[src/rtl/uart_pkg.sv]
// Shared UART types and helpers: parity modes, receiver FSM states and
// the frame-length helper.
package uart_pkg;

  typedef enum logic [1:0] {
    PAR_NONE = 2'd0,
    PAR_ODD  = 2'd1,
    PAR_EVEN = 2'd2
  } parity_e;

  typedef enum logic [2:0] {
    ST_IDLE,
    ST_START,
    ST_DATA,
    ST_PARITY,
    ST_STOP,
    ST_BRK_WAIT
  } rx_state_e;

  // Total bits on the wire for one frame, start bit included.
  function automatic int frame_bits(input int data_bits, input int parity_mode,
                                    input int stop_bits);
    return 1 + data_bits + ((parity_mode != 0) ? 1 : 0) + stop_bits;
  endfunction

endpackage

[src/rtl/uart_rx_sync.sv]
// Two-flop synchroniser for an asynchronous serial line; both flops reset to
// RST_VAL so a freshly reset channel sees an idle line.
module uart_rx_sync #(
  parameter logic RST_VAL = 1'b1
) (
  input  logic i_clk,
  input  logic i_rst,
  input  logic i_d,
  output logic o_q
);

  logic meta;

  always_ff @(posedge i_clk) begin
    if (i_rst) begin
      meta <= RST_VAL;
      o_q  <= RST_VAL;
    end else begin
      meta <= i_d;
      o_q  <= meta;
    end
  end

endmodule

[src/rtl/uart_rx_cfg.sv]
// Parametrised UART receiver: configurable data width, parity and stop bits,
// start-bit glitch rejection and parity/framing/break reporting.
//
// state       | meaning
// ST_IDLE     | line idle, waiting for synchronised rx low
// ST_START    | timing to mid start bit; high there means glitch
// ST_DATA     | sampling data bits, LSB first
// ST_PARITY   | sampling the parity bit
// ST_STOP     | sampling stop bit(s); final sample delivers the word
// ST_BRK_WAIT | break reported, waiting for the line to return high
module uart_rx_cfg
  import uart_pkg::*;
#(
  parameter int CLKS_PER_BAUD = 868,
  parameter int DATA_BITS     = 8,
  parameter int PARITY_MODE   = 0,
  parameter int STOP_BITS     = 1
) (
  input  logic                 i_clk,
  input  logic                 i_rst,
  input  logic                 i_rx,
  output logic [DATA_BITS-1:0] o_rx_data,
  output logic                 o_rx_dvalid,
  output logic                 o_parity_err,
  output logic                 o_frame_err,
  output logic                 o_break,
  output logic                 o_busy
);

  localparam int CW = $clog2(CLKS_PER_BAUD);
  localparam int IW = $clog2(DATA_BITS);
  localparam logic [CW-1:0] HALF_LOAD = CW'(CLKS_PER_BAUD / 2 - 1);
  localparam logic [CW-1:0] BAUD_LOAD = CW'(CLKS_PER_BAUD - 1);
  localparam logic [IW-1:0] LAST_BIT  = IW'(DATA_BITS - 1);
  localparam logic PAR_EN       = (PARITY_MODE != int'(PAR_NONE));
  localparam logic PAR_ODD_MODE = (PARITY_MODE == int'(PAR_ODD));
  localparam logic STOP_LAST    = (STOP_BITS == 2);

  if (CLKS_PER_BAUD < 8) begin : g_chk_baud
    $error("uart_rx_cfg: CLKS_PER_BAUD must be >= 8");
  end
  if (DATA_BITS < 5 || DATA_BITS > 9) begin : g_chk_data
    $error("uart_rx_cfg: DATA_BITS must be 5..9");
  end
  if (PARITY_MODE < 0 || PARITY_MODE > 2) begin : g_chk_par
    $error("uart_rx_cfg: PARITY_MODE must be 0, 1 or 2");
  end
  if (STOP_BITS < 1 || STOP_BITS > 2) begin : g_chk_stop
    $error("uart_rx_cfg: STOP_BITS must be 1 or 2");
  end

  logic                 rx_s;
  rx_state_e            state;
  logic [CW-1:0]        cnt;
  logic [IW-1:0]        bit_idx;
  logic                 stop_idx;
  logic [DATA_BITS-1:0] shreg;
  logic                 par_bit;
  logic                 frm_acc;
  logic                 stop_hi;
  logic                 tick;
  logic                 par_bad;
  logic                 is_break;

  uart_rx_sync #(.RST_VAL(1'b1)) u_sync (
    .i_clk (i_clk),
    .i_rst (i_rst),
    .i_d   (i_rx),
    .o_q   (rx_s)
  );

  assign tick    = (cnt == '0);
  assign par_bad = PAR_EN && ((^{shreg, par_bit}) != PAR_ODD_MODE);
  // Break needs every sampled bit low: data, parity (if any), all stop bits.
  assign is_break = (shreg == '0) && !(PAR_EN && par_bit) && !stop_hi && !rx_s;
  assign o_busy   = (state != ST_IDLE);

  always_ff @(posedge i_clk) begin
    if (i_rst) begin
      state        <= ST_IDLE;
      cnt          <= '0;
      bit_idx      <= '0;
      stop_idx     <= 1'b0;
      shreg        <= '0;
      par_bit      <= 1'b0;
      frm_acc      <= 1'b0;
      stop_hi      <= 1'b0;
      o_rx_data    <= '0;
      o_rx_dvalid  <= 1'b0;
      o_parity_err <= 1'b0;
      o_frame_err  <= 1'b0;
      o_break      <= 1'b0;
    end else begin
      o_rx_dvalid <= 1'b0;

      if (state inside {ST_START, ST_DATA, ST_PARITY, ST_STOP}) begin
        cnt <= tick ? BAUD_LOAD : cnt - 1'b1;
      end

      case (state)
        ST_IDLE: begin
          if (!rx_s) begin
            state <= ST_START;
            cnt   <= HALF_LOAD;
          end
        end
        ST_START: begin
          if (tick) begin
            if (rx_s) begin
              state <= ST_IDLE;
            end else begin
              state   <= ST_DATA;
              bit_idx <= '0;
            end
          end
        end
        ST_DATA: begin
          if (tick) begin
            shreg <= {rx_s, shreg[DATA_BITS-1:1]};
            if (bit_idx == LAST_BIT) begin
              state    <= PAR_EN ? ST_PARITY : ST_STOP;
              stop_idx <= 1'b0;
              frm_acc  <= 1'b0;
              stop_hi  <= 1'b0;
            end else begin
              bit_idx <= bit_idx + 1'b1;
            end
          end
        end
        ST_PARITY: begin
          if (tick) begin
            par_bit <= rx_s;
            state   <= ST_STOP;
          end
        end
        ST_STOP: begin
          if (tick) begin
            if (stop_idx == STOP_LAST) begin
              o_rx_dvalid  <= 1'b1;
              o_rx_data    <= shreg;
              o_parity_err <= par_bad;
              o_frame_err  <= frm_acc | ~rx_s;
              o_break      <= is_break;
              // Leaving at mid stop bit lets a back-to-back start edge be caught.
              state        <= is_break ? ST_BRK_WAIT : ST_IDLE;
            end else begin
              stop_idx <= 1'b1;
              frm_acc  <= frm_acc | ~rx_s;
              stop_hi  <= stop_hi | rx_s;
            end
          end
        end
        ST_BRK_WAIT: begin
          if (rx_s) state <= ST_IDLE;
        end
        default: state <= ST_IDLE;
      endcase
    end
  end

endmodule

[config.mk]
export PLATFORM = sky130hd
export DESIGN_NAME = uart_rx_cfg
export DESIGN_NICKNAME = d
export VERILOG_FILES = /design/src/rtl/uart_pkg.sv /design/src/rtl/uart_rx_sync.sv /design/src/rtl/uart_rx_cfg.sv
export SDC_FILE = /design/constraint.sdc
export NUM_CORES = 1
export LEC_CHECK = 0
export CORE_MARGIN = 2
export CORE_UTILIZATION = 40
export CTS_CLUSTER_DIAMETER = 200
export CTS_CLUSTER_SIZE = 8
export DETAILED_ROUTE_END_ITERATION = 6
export SKIP_CTS_REPAIR_TIMING = 1
export SLEW_MARGIN = 30
export SYNTH_ARGS = -nofsm -noshare
export SYNTH_HDL_FRONTEND = slang
export SYNTH_SLANG_ARGS = --single-unit
[constraint.sdc]
create_clock -name i_clk -period 2.6 [get_ports i_clk]
set_clock_uncertainty 0.2 [all_clocks]
set_input_delay 0.26 -clock i_clk [delete_from_list [all_inputs] [get_ports i_clk]]
set_output_delay 0.26 -clock i_clk [all_outputs]
set_load 0.02 [all_outputs]
==> results.cfg <==
[setup_path]
r2r_slack_ns = 0.47
crit_fanout = 8
reg2reg_depth = 6
crit_type = reg -> reg
crit_path_end = state[2]
arrival_ns = 2.09
startpoint = cnt[0]
required_ns = 2.57
regToRegStartpoint = cnt[0]
cpPeakStageDelay_ns = 0.45
slowest_stage = a2111oi_0
start_kind = flip-flop
timing.rr.end = state[2]
path_cells = inv_1 > ha_1 > nor3b_2 > nand3_1 > a2111oi_0 > o32ai_1
crit_path_end_kind = flip-flop

[synthesis]
netlist_area_sq_um = 1830
ys_types = 48
synth_compound_area_share_pct = 18.3
synth_fa_ha_area_share_pct = 2.05
yosys.area_share.simple_pct = 24.0
synthXorXnorAreaFrac_pct = 2.39
synth_mux_area_share_pct = 5.47
postSynthAreaPerCell_sq_um = 9.02
yosysSeqAreaShare_pct = 42.7
syn_nets = 209
ys_seq_elements = 39
yosys_warnings = 0
synth_top_family_by_area = simple AND/OR/NAND/NOR gates
synth_cells = 203

[clock_tree]
cts_made_buffers = 5
cts.path.max_buffers = 2
insertion_delay_ns = 0.29
cts_tree = built
cts.sinks = 39
cts.htree.levels = 2
cts.clk_slew.worst_paths_ns = 0.08
clock-root-buffer = clkbuf_8

[layout]
fin_cells = 268
final.fill_count = 416
area_growth_pct = 13.9
postLayoutCoreUtil_pct = 47.6
fin_nets = 221
drive_gt1_share_pct = 11.1
diodes = 0

[drt]
drc = 0
wire_per_inst_um = 13.9
postRouteAntennaNets = 0
drt_iter0_markers = 80
viasPerCell = 5.48
wirelength_um = 3730
firstDrtPassIters = 4
dr_total_vias = 1469

[die]
row_count = 24
initial_core_util_pct = 41.8
dieArea_sq_um = 5130
pin_count = 16
core_area_sq_um = 4380
fp.dieH_um = 71.7
die_x_um = 71.7

[timing]
tns_ns = 0
setup-violations-final = 0
period_minus_slack_ns = 2.13
relSlewSlack_pct = 65.6
rsz0062_at_grt = false
tightest_slew_ns = 0.515
max_freq_mhz = 471
hold_viol_final = 0
maxSlewViolCount = 0
period_share_pct = 81.7

[placement]
gp_congestion = 0.820
io_buffers = 14
dp_hpwl_um = 2630
dp.cells = 260

[grt]
grt_max_degree = 26
antenna_found_initial = 0
grt_use_total_pct = 15.3
grt_pass1_vias = 1314
gr-total-overflow = 0
grt_pass1_wl_um = 6140

[power]
power_density_nw_per_um2 = 1050
peakVddDrop_uv = 519
p_leak_nw = 0.823

[flow_run]
maxCapViolCount = 0

[status]
outcome = finished clean

[min_path]
hp-class = reg -> reg
[flip-flops by register name, indices dropped and copies added, names as in the netlist]
register     count
o_frame_err      1
u_sync.meta      1
o_rx_data        8
o_rx_dvalid      1
bit_idx          3
state            3
stop_hi          1
frm_acc          1
o_break          1
shreg            8
u_sync.o_q       1
cnt             10
[how the worst min path moves through the flow]
stage                start  cells after the start  slack [ns]          end
2_1_floorplan         i_rx                      1        0.16  u_sync.meta
3_3_place_gp   u_sync.meta                      1        0.20   u_sync.o_q
3_5_place_dp   u_sync.meta                      1        0.20   u_sync.o_q
4_1_cts        u_sync.meta                      1        0.22   u_sync.o_q
5_1_grt        u_sync.meta                      1        0.25   u_sync.o_q
6_report       u_sync.meta                      1        0.22   u_sync.o_q
[through the flow]
step | power (mW) | hold WS (ns) | setup slack (ns) | area, sq um
2_1_floorplan | 1.58 | 0.164 | 0.767 | 1830
3_3_place_gp | 1.79 | 0.196 | 0.511 | 1990
3_5_place_dp | 1.78 | 0.200 | 0.497 | 1990
4_1_cts | 2.20 | 0.225 | 0.464 | 2090
5_1_grt | 2.36 | 0.255 | 0.309 | 2090
6_report | 2.20 | 0.223 | 0.475 | 2090
[power by group]
part	switching, mW	internal (mW)
Clock	0.235	0.192
Sequential	0.145	0.690
Combinational	0.532	0.403
Total	0.912	1.29
[logic make-up after synthesis]
logic type | count (synthesis)
and+or+nand+nor | 78
AOI/OAI and AO/OA | 48
DFF | 39
buffers and inverters | 19
muxes | 10
xor gates and xnor gates | 5
adders and majority gates | 3
other | 1
[synth_stat cells (all sizes together)]
cell     instances  share of area, %
dfxtp           39                43
nand2           20               4.1
a21oi           19               5.2
nor2            18               3.7
mux2i           10               5.5
o21ai            9               2.5
buf              7               2.5
inv              7               1.4
nor3b            6               3.0
a211oi           5               2.1
clkbuf           5               1.0
or4              5               2.1
nor3             4               1.1
or2              4               1.4
or3              4               1.4
a2111oi          3               2.8
and3             3               1.0
ha               3               2.1
nand3            3              0.82
xor2             3               1.4
a211o            2              0.96
and2             2              0.68
nand3b           2              0.82
nand4            2               1.0
nor4             2               1.5
or3b             2              0.96
xnor2            2              0.96
a21o             1              0.41
a311oi           1              0.48
a31oi            1              0.34
and4             1              0.48
conb             1              0.20
o2111a           1              0.62
o2111ai          1              0.48
o211ai           1              0.41
o21ba            1              0.55
o21bai           1              0.62
o31ai            1              0.41
o32ai            1              0.48
[layer usage]
| layer | GRT usage, % | wire (um) |
|---|---|---|
| met1 | 20.5 | 1880 |
| met2 | 23.0 | 1700 |
| met3 | 4.92 | 127 |
| met4 | 6.08 | 26 |
| met5 | 0 | 0 |
[cells in the final DEF, fill, tap and decap left out, types with 2 or more instances in the layout]
cell | synthesis | routed
a211o_1 | 2 | 2
a211oi_1 | 5 | 5
a21oi_1 | 19 | 19
and2_1 | 2 | 2
and3_1 | 3 | 3
buf_4 | 2 | 3
clkbuf_8 | 0 | 5
clkdlybuf4s50_1 | 0 | 14
clkinvlp_4 | 0 | 2
dfxtp_1 | 39 | 39
ha_1 | 3 | 3
inv_1 | 7 | 7
mux2i_1 | 10 | 10
nand2_1 | 20 | 20
nand3_1 | 3 | 3
nand3b_1 | 2 | 2
nor2_1 | 18 | 18
nor3_1 | 4 | 4
nor3b_1 | 4 | 4
nor3b_2 | 2 | 2
o21ai_0 | 8 | 8
or2_2 | 4 | 4
or3_1 | 4 | 4
or4_1 | 5 | 5
xnor2_1 | 2 | 2
xor2_1 | 3 | 3
[critical path: cells and delay by family, from the launching register on]
family | cells | cell delay [ns]
adder cells (fa/ha/maj) | 1 | 0.17
AND/OR/NAND/NOR | 2 | 0.66
flip-flops | 1 | 0.32
AO/OA/AOI/OAI | 2 | 0.57
buffers and inverters | 1 | 0.07
[final cells by class]
type	instances	area, sq um	share of cell area [%]
clock buffer	5	68.8	3.30
clock inverter	3	23.8	1.14
inverter	7	26.3	1.26
multi-input combinational	145	958	46.0
sequential	39	781	37.4
tap	52	65.1	3.12
timing repair buffer	17	163	7.80
(Power assumes the default switching activity.)
